File: src/rtl/fifo_pkg.sv
// fifo_pkg: default sizing constants shared by the FIFO top and its storage
package fifo_pkg;
    localparam int DATA_SIZE    = 8;
    localparam int ADDRESS_SIZE = 3;
endpackage

File: src/rtl/fifo_mem.sv
// fifo_mem: register-array storage with one synchronous write and one asynchronous read port
module fifo_mem
    import fifo_pkg::*;
#(
    parameter int data_Size    = DATA_SIZE,
    parameter int address_Size = ADDRESS_SIZE
) (
    input  logic                    Clk,
    input  logic                    w_en,
    input  logic [address_Size-1:0] w_addr,
    input  logic [data_Size-1:0]    w_data,
    input  logic [address_Size-1:0] r_addr,
    output logic [data_Size-1:0]    r_data
);
    logic [data_Size-1:0] mem_q [2**address_Size];

    // storage is deliberately not reset; the pointers alone decide what is valid
    always_ff @(posedge Clk) begin
        if (w_en) mem_q[w_addr] <= w_data;
    end

    // asynchronous read gives first-word-fall-through at the top level
    always_comb r_data = mem_q[r_addr];
endmodule

File: src/rtl/async_fifo.sv
// async_fifo: single-clock FWFT FIFO with wrap-bit pointers and an asynchronous reset
module async_fifo
    import fifo_pkg::*;
#(
    parameter int data_Size    = DATA_SIZE,
    parameter int address_Size = ADDRESS_SIZE
) (
    input  logic                 Clk,
    input  logic                 Rst,
    input  logic [data_Size-1:0] write_Data,
    input  logic                 w_Inc,
    input  logic                 r_Inc,
    output logic [data_Size-1:0] read_Data,
    output logic                 fifo_Full,
    output logic                 fifo_Empty
);
    localparam int AW = address_Size;
    typedef logic [AW:0] ptr_t;

    ptr_t                 wptr_q, wptr_d, rptr_q, rptr_d;
    logic                 wr_en, rd_en;
    logic [data_Size-1:0] mem_data;

    // flags come only from registered pointers; requests are gated by those flags
    always_comb begin
        fifo_Empty = (wptr_q == rptr_q);
        fifo_Full  = (wptr_q[AW] != rptr_q[AW]) && (wptr_q[AW-1:0] == rptr_q[AW-1:0]);
        wr_en      = w_Inc && !fifo_Full;
        rd_en      = r_Inc && !fifo_Empty;
        wptr_d     = wptr_q + ptr_t'(wr_en);
        rptr_d     = rptr_q + ptr_t'(rd_en);
        read_Data  = fifo_Empty ? '0 : mem_data;
    end

    // pointer registers; reset empties the queue immediately without touching storage
    always_ff @(posedge Clk or posedge Rst) begin
        if (Rst) begin
            wptr_q <= '0;
            rptr_q <= '0;
        end else begin
            wptr_q <= wptr_d;
            rptr_q <= rptr_d;
        end
    end

    fifo_mem #(
        .data_Size   (data_Size),
        .address_Size(address_Size)
    ) u_mem (
        .Clk   (Clk),
        .w_en  (wr_en),
        .w_addr(wptr_q[AW-1:0]),
        .w_data(write_Data),
        .r_addr(rptr_q[AW-1:0]),
        .r_data(mem_data)
    );
endmodule

File: config.mk
export PLATFORM = sky130hd
export DESIGN_NAME = async_fifo
export DESIGN_NICKNAME = d
export VERILOG_FILES = /design/src/rtl/fifo_pkg.sv /design/src/rtl/fifo_mem.sv /design/src/rtl/async_fifo.sv
export SDC_FILE = /design/constraint.sdc
export NUM_CORES = 1
export LEC_CHECK = 0
export ABC_AREA = 1
export CORE_ASPECT_RATIO = 1.5
export CORE_MARGIN = 4
export CORE_UTILIZATION = 49
export DETAILED_ROUTE_END_ITERATION = 10
export GPL_TIMING_DRIVEN = 0
export PLACE_DENSITY_LB_ADDON = 0.15
export SLEW_MARGIN = 20
export SYNTH_ARGS = -nofsm -noshare
export SYNTH_HDL_FRONTEND = slang
export SYNTH_SLANG_ARGS = --single-unit
File: constraint.sdc
create_clock -name Clk -period 2 [get_ports Clk]
set_input_delay 0.4 -clock Clk [delete_from_list [all_inputs] [get_ports Clk]]
set_output_delay 0.4 -clock Clk [all_outputs]
set_load 0.01 [all_outputs]
Word-level counts from Yosys, hierarchy flattened
Memory sizes are Yosys's and may differ from the RTL's.
Cells that the tools add are included.
{"block": "op_classes", "n_addsub": 2, "n_eq_ne": 3, "muxes": 3, "reduce_logical": 5}
{"cell": "adder 4 x 1 -> 4 bit", "count": 2}
{"cell": "two-way mux 8 bit", "count": 1}
{"cell": "equality test 4 bit", "count": 1}
{"cell": "equality test 3 bit", "count": 1}
{"cell": "logical AND 1 bit", "count": 3}
{"cell": "logical NOT 1 bit", "count": 2}
{"cell": "two-way mux 1 bit", "count": 2}
{"cell": "inequality test 1 bit", "count": 1}
{"block": "word_totals", "register_bits": 8, "ramBits": 64, "in_bits": 12, "output_inout_bits": 10, "wordCells": 16, "n_memories": 1}
{"memory": "u_mem.mem_q", "depth": 8, "word_bits": 8, "read_ports": 1, "rd_clocked_by_memory_dff": 0, "wr": 1, "line": "fifo_mem.sv:15", "source": "logic [data_Size-1:0] mem_q [2**address_Size];"}

Longest topological paths before layout
Gate-level depths: netlist of run 1.
{"block": "depth", "ltp_word": 6, "ltp_mapped": 12, "depth_no_buf": 11}

Hierarchy
From an unflattened synthesis of run 1, not the netlist that was laid out.
{"block": "hier_totals", "hier_cells": 356, "hier_area_um2": 3362.0}
{"module": "fifo_mem", "instances": 1, "cells_each": 295, "area_each_um2": 2890.3, "seq_area_each_um2": 1921.8}
{"module": "async_fifo", "instances": 1, "cells_each": 61, "area_each_um2": 471.7, "seq_area_each_um2": 200.2}

Worst setup path before layout of run 1
Ideal clock, no wire load.
{"block": "synth_path", "kind": "reg2reg", "from": "reg rptr_q[1]", "to": "mem u_mem.mem_q[0][0] (netlist name), enable pin", "setup_ps": 370, "arrival_time_ps": 1330, "t_required_ps": 1630, "path_slack_ps": 299, "stages_incl_launch_ff": 9, "n_path_buf": 1, "synth_period_minus_slack_ps": 1701, "path_cell_list": "dfrtp_1 > buf_2 > inv_2 > nand2_1 > nand2_1 > inv_1 > nand4_1 > nand2_2 > nor2_1"}
{"block": "synth_between", "elab_chain_len": 6}
{"item": "from (decl)", "line": "async_fifo.sv:20", "source": "ptr_t wptr_q, wptr_d, rptr_q, rptr_d;"}
{"item": "from (signal assigned)", "line": "async_fifo.sv:42", "source": "rptr_q <= rptr_d;"}
{"item": "equality test 3 bit", "line": "async_fifo.sv:27", "source": "fifo_Full = (wptr_q[AW] != rptr_q[AW]) && (wptr_q[AW-1:0] == rptr_q[AW-1:0]);"}
{"item": "logical AND 1 bit", "line": "async_fifo.sv:27"}
{"item": "logical NOT 1 bit", "line": "async_fifo.sv:28", "source": "wr_en = w_Inc && !fifo_Full;"}
{"item": "logical AND 1 bit", "line": "async_fifo.sv:28"}
{"item": "two-way mux 1 bit", "line": "fifo_mem.sv:19", "source": "if (w_en) mem_q[w_addr] <= w_data;"}
{"item": "two-way mux 1 bit (not written as such)", "line": "fifo_mem.sv:19"}
{"item": "to (decl)", "line": "fifo_mem.sv:15"}
Every way passes these cells.

Worst setup path in the final report of run 1
{"block": "layout_path", "from": "reg rptr_q[1]", "to": "out read_Data[7]"}
{"block": "layout_between", "elab_chain_len": 2, "elab_cells_between_ends": 3, "cone_classes": "1 x eq/ne; 1 x mux; 1 x memory"}
{"item": "memory (8 x 8 bit) or equality test 4 bit (tied branches)"}
{"item": "two-way mux 8 bit *", "line": "async_fifo.sv:32", "source": "read_Data = fifo_Empty ? '0 : mem_data;"}
{"item": "to (decl)", "line": "async_fifo.sv:13", "source": "output logic [data_Size-1:0] read_Data,"}
Mark *: on every way between the ends. The rest lies on a longest branch, timed or not.

==> flow_summary.toml, run 1 <==
[outcome]
status = "finished, violations left"
violations = "setup timing"

[cts]
path_clk_slew_ns = 0.07
cts_made_buffers = 9
cts.sinks = 72
ctsHtreeMaxLevel = 3
clk_path_buf_depth = 2
cts_root_buffer = "clkbuf_8"
cts_tree = "yes"
clk_latency_ns = 0.35

[global_routing]
antenna_found_initial = 0
grt_max_degree = 13
first_global_vias = 2221
gr-total-overflow = 0
grt_pass1_wl_microns = 11600
gr-usage-all-layers_pct = 21.5

[worst_setup_path]
worstSetupEndpoint = "read_Data[7]"
crit_chain = "buf_6 -> nand2_2 -> nand2_4 -> a21oi_4 -> buf_6 -> nand2_8 -> nand2_2 -> nor2_2 -> buf_2"
reg2reg_from = "rptr_q[0]$_DFF_PP0_"
crit_buf_inv = 3
worstSetupPathType = "register to primary output"
cp-start-kind = "register"
crit_start = "rptr_q[1]$_DFF_PP0_"
worst-r2r-cell-count = 6
r2r_end = "u_mem.mem_q[4][3]$_DFFE_PP_"
slowest_stage = "dfrtp_1"
required_ns = 1.60
endpoint_kind = "primary output"
crit_family = "buffers and inverters"
path_max_fanout = 5
rrSetupSlack_ns = 0.06
worstPathArrival_ns = 1.73
max_stage_delay_ns = 0.41
path_depth = 9

[die]
core_sq_mm = 0.00613
start_util_pct = 50.5
dieArea_sq_mm = 0.00768
num_rows = 35
ios = 22
die_x_microns = 72.9
dieHeight_microns = 105

[timing]
setup_violations = 9
fin_crit_sh_pct = 106
fin_crit_ns = 2.13
relSlewSlack_pct = 64.4
slew_violations = 0
finalWorstSetupSlack_ns = -0.128
rsz0062_at_grt = "yes"
fmax_mhz = 470
tightest_slew_ns = 0.534
final.setup_skew_ns = 0.00494
hold_viol = 0
tns_ns = -0.723

[run]
maxCapViolCount = 0

[yosys]
syn_nets = 310
ys_seq_area_share_pct = 68.5
yosysWarnings = 0
ys_ff_latch = 72
netlist_area_sq_mm = 0.00310
yosysUniqueCellTypes = 15
avgSynthCellArea_sq_um = 10.5
syn_inst = 294

[finish]
multi_input_area_sq_mm = 0.00106
nets = 365
syn_to_final_growth_pct = 33.5
drive_above_1_share_pct = 33.6
num_antenna_cells = 0
register_area_sq_mm = 0.00213
fillerInstances = 462

[routing]
drt-total-wl_microns = 7920
drc = 0
dr_total_vias = 2359
drtIter0Drc = 250
antenna_left = 0
dr.pass1.iters = 7
vias_per_cell = 5.51
wl_per_cell_microns = 18.5

[pwr]
ir_drop_uv = 1410
power.density_mw_per_mm2 = 1610
power_uw = 6670
p_leak_uw = 0.00170

[place]
port_buffers = 21
gp_congestion = 0.871
dp_hpwl_microns = 4420

[hold_path]
hold_path_class = "input pin to asynchronous set/reset pin"
## where the power goes
| part | leakage [uW] | total, uW | switching, uW | internal [uW] |
|---|---|---|---|---|
| combinational | 0.000952 | 3590 | 2080 | 1510 |
| clock | 0.0000819 | 971 | 535 | 437 |
| sequential | 0.000670 | 2110 | 167 | 1940 |
## cells in the mapped netlist
| library cell | n | share of area [%] |
|---|---|---|
| o21ai_0 | 24 | 3.9 |
| dfrtp_1 | 8 | 6.5 |
| inv_1 | 27 | 3.3 |
| nand2_1 | 68 | 8.2 |
| nand4_1 | 1 | 0.20 |
| ha_1 | 4 | 1.6 |
| inv_2 | 4 | 0.48 |
| nor2_1 | 50 | 6.1 |
| buf_2 | 10 | 1.6 |
| edfxtp_1 | 64 | 62 |
| nand2_2 | 2 | 0.40 |
| buf_4 | 1 | 0.24 |
| nand3_1 | 26 | 4.2 |
| a21oi_1 | 1 | 0.16 |
| xor2_1 | 4 | 1.1 |
## layout make-up
type	count	share of cell area [%]
Clock buffer	9	3.00
Buffer	10	3.18
Multi-Input combinational cell	181	25.7
Clock inverter	7	0.908
Timing Repair Buffer	44	10.3
Sequential cell	72	51.4
Inverter	31	3.24
Tap cell	74	2.24
## per-stage QoR
step                      area, sq um  cells  utilization, %  setup slack (ns)  hold slack [ns]
after global placement           3400    389            55.5            -0.312            0.486
after global routing             4140    428            67.4            -0.191            0.312
after detailed placement         3400    389            55.5            -0.323            0.513
after CTS                        3930    425            64.0            -0.132            0.297
after floorplan                  3100    294               -             0.299            0.216
final                            4140    428            67.4            -0.128            0.300
## layer usage
| metal | GRT usage [%] | part of all wire (%) |
|---|---|---|
| met2 | 34.3 | 49 |
| met4 | 11.6 | 5.1 |
| met5 | 0 | 0 |
| met3 | 5.25 | 7.6 |
| met1 | 26.4 | 38 |
## logic make-up after synthesis
kind of cell | after synthesis | synth area share, %
and+or+nand+nor | 147 | 19.1
DFF | 72 | 68.5
buffers and inverters | 42 | 5.61
AOI/OAI and AO/OA | 25 | 4.04
xor gates and xnor gates | 4 | 1.13
adders and majority gates | 4 | 1.62
## timing repair
item,in CTS,in global routing
setup endpoints to repair,75,75
cloned,3,1
buffers inserted,18,3
gates resized for setup,113,58
pin swaps,7,24
hold buffers,0,0
## cells in the final DEF (no fill, tap or decap), types with 4 or more instances in the layout
| master | count |
|---|---|
| nand2_2 | 15 |
| nand2_1 | 48 |
| clkbuf_8 | 9 |
| xor2_1 | 4 |
| clkdlybuf4s50_1 | 11 |
| nor2_1 | 34 |
| ha_1 | 4 |
| nand3_1 | 16 |
| dfrtp_2 | 4 |
| buf_2 | 8 |
| nor2_2 | 8 |
| nand2_4 | 7 |
| buf_8 | 4 |
| o21ai_0 | 11 |
| buf_4 | 13 |
| dfrtp_1 | 4 |
| o21ai_1 | 11 |
| inv_1 | 24 |
| nor2_4 | 8 |
| edfxtp_1 | 64 |
| buf_6 | 11 |
| nand3_2 | 10 |
## worst min path at each step
stage,from,to,slack [ns],depth (start not counted)
finish,Rst,rptr_q[1]$_DFF_PP0_,0.30,2
CTS,Rst,wptr_q[3]$_DFF_PP0_,0.30,2
detailed placement,rptr_q[1]$_DFF_PP0_,rptr_q[1]$_DFF_PP0_,0.51,1
global placement,rptr_q[1]$_DFF_PP0_,rptr_q[1]$_DFF_PP0_,0.49,1
global route,Rst,rptr_q[2]$_DFF_PP0_,0.31,2
floorplan,Rst,rptr_q[0]$_DFF_PP0_,0.22,1
## sequential cells by signal, indices dropped and copies added, names as in the netlist
register and flops:
u_mem.mem_q 64, rptr_q 4, wptr_q 4
No activity file was read; power rests on OpenSTA's default activity.
==> run 2, diff against run 1 <==
- CELL_PAD_IN_SITES_DETAIL_PLACEMENT: not set -> 0
- CELL_PAD_IN_SITES_GLOBAL_PLACEMENT: not set -> 2
- CORE_UTILIZATION: 49 -> 38
==> run 2 against run 1 <==
  * The run still ends with setup timing left
  * Register-to-register slack better by 0.02 ns
  * Largest power group unchanged
  * Via count is 7.2% lower
  * Cell area is 0.51% higher
  * Final cell count is 6.8% higher
  * Count of clock-buffer cells in the layout is 5 higher
  * First-iteration DRC count is 51% lower
  * Clock power is 46% higher
==> flow_summary.toml, run 2 (synthesis gave the netlist of run 1 again) <==
[run]
maxCapViolCount = 0

[place]
port_buffers = 21
dp_hpwl_microns = 4800
gp_congestion = 0.750
place_inst = 420
place_area_sq_mm = 0.00344

[global_routing]
gr-usage-all-layers_pct = 17.1
grt_pass1_wl_microns = 11600
gr-total-overflow = 0
antenna_found_initial = 0
grt_max_degree = 12
first_global_vias = 2141

[worst_setup_path]
r2r_end = "u_mem.mem_q[4][4]$_DFFE_PP_"
worstSetupPathType = "register to primary output"
worstPathArrival_ns = 1.71
crit_chain = "buf_6 -> inv_8 -> nand2_4 -> nand2_4 -> a21oi_4 -> buf_6 -> nand2_8 -> nand2_2 -> nor2_1 -> clkdlybuf4s15_2"
path_max_fanout = 5
cp-start-kind = "register"
reg2reg_from = "rptr_q[0]$_DFF_PP0_"
endpoint_kind = "primary output"
max_stage_delay_ns = 0.38
required_ns = 1.60
slowest_stage = "dfrtp_1"
rrSetupSlack_ns = 0.08
worst-r2r-cell-count = 6

[timing]
final.setup_skew_ns = 0.00722
fmax_mhz = 475
fin_crit_sh_pct = 105
slew_violations = 0
finalWorstSetupSlack_ns = -0.107
rsz0062_at_grt = "yes"
fin_crit_ns = 2.11
setup_violations = 6
tightest_slew_ns = 0.483
tns_ns = -0.497
hold_viol = 0
relSlewSlack_pct = 67.8

[routing]
antenna_left = 0
drt-total-wl_microns = 7650
drc = 0
wl_per_cell_microns = 16.7
dr_total_vias = 2189
vias_per_cell = 4.79
drtIter0Drc = 122
dr.pass1.iters = 4

[finish]
nets = 363
syn_to_final_growth_pct = 34.2
final_cell_mix = "edfxtp_1 (64), nand2_1 (52), nor2_1 (39), inv_1 (24), o21ai_0 (20)"
drive_above_1_share_pct = 28.4
regMostFlops = "u_mem.mem_q"
instances_no_fill = 457
final_common_cell = "edfxtp_1"
design_area_sq_mm = 0.00416
reg_top3 = "u_mem.mem_q x64, rptr_q x4, wptr_q x4"
largest_reg_flops = 64
num_antenna_cells = 0

[hold_path]
hold_path_class = "input pin to asynchronous set/reset pin"

[cts]
cts_root_buffer = "clkbuf_16"
path_clk_slew_ns = 0.05
cts_tree = "yes"
cts_made_buffers = 9
clk_latency_ns = 0.33
ctsHtreeMaxLevel = 3
clk_path_buf_depth = 2
cts.sinks = 72

[outcome]
violations = "setup timing"
status = "finished, violations left"

[pwr]
power_uw = 6810
ir_drop_uv = 830
power.density_mw_per_mm2 = 1640
p_leak_uw = 0.00170

[die]
dieArea_sq_mm = 0.00969
start_util_pct = 38.9
core_sq_mm = 0.00796
dieHeight_microns = 119
die_x_microns = 81.7
num_rows = 40
ios = 22
[run 2: area by class of cell]
class,instances,area [sq um]
Buffer,10,115
Sequential cell,72,2130
Clock inverter,2,7.51
Multi-Input combinational cell,181,1010
Tap cell,105,131
Timing Repair Buffer,42,380
Fill cell,704,3800
Clock buffer,14,254
Inverter,31,134
[run 2: layer usage]
metal | vias up | track usage (%) | wire length (microns)
met5 | - | 0 | 0
met4 | 0 | 8.32 | 165
met3 | 11 | 3.20 | 269
met2 | 47 | 28.8 | 4070
met1 | 1049 | 20.3 | 3140
li1 | 1082 | - | -
[run 2: where the power goes]
| group | internal [uW] | switching [uW] | total [uW] |
|---|---|---|---|
| logic | 1390 | 1900 | 3290 |
| clock network | 866 | 552 | 1420 |
| registers | 1950 | 159 | 2110 |
[run 2: critical path: cells and delay by family, from the launching register on]
family          cells  cell delay [ns]
compound gates      1             0.04
buf+inv             4             0.58
flops               1             0.38
simple gates        5             0.39
[run 2: stage by stage]
| stage | hold WS (ns) | utilization, % | setup WS [ns] |
|---|---|---|---|
| floorplan | 0.216 | - | 0.299 |
| global placement | 0.483 | 43.2 | -0.379 |
| detailed placement | 0.505 | 43.2 | -0.384 |
| CTS | 0.321 | 51.2 | -0.169 |
| global route | 0.346 | 52.2 | -0.186 |
| finish | 0.315 | 52.2 | -0.107 |
[run 2: timing repair]
action                                  in CTS  in global routing
gates cloned                                 1                  0
endpoints found under the setup margin      75                 27
buffers inserted                            19                  2
resized for setup                          104                 25
hold buffers                                 0                  0
pin swaps                                   11                 12
[run 2: worst max-delay path by stage]
stage / startpoint / endpoint / slack [ns] / cells after the start
final: rptr_q[1]$_DFF_PP0_ / read_Data[3] / -0.11 / 10
after global routing: rptr_q[0]$_DFF_PP0_ / read_Data[3] / -0.19 / 8
after CTS: rptr_q[0]$_DFF_PP0_ / read_Data[5] / -0.17 / 8
after detailed placement: rptr_q[1]$_DFF_PP0_ / read_Data[3] / -0.38 / 9
after global placement: rptr_q[1]$_DFF_PP0_ / read_Data[3] / -0.38 / 9
after floorplan: rptr_q[1]$_DFF_PP0_ / u_mem.mem_q[0][0]$_DFFE_PP_ / 0.30 / 8
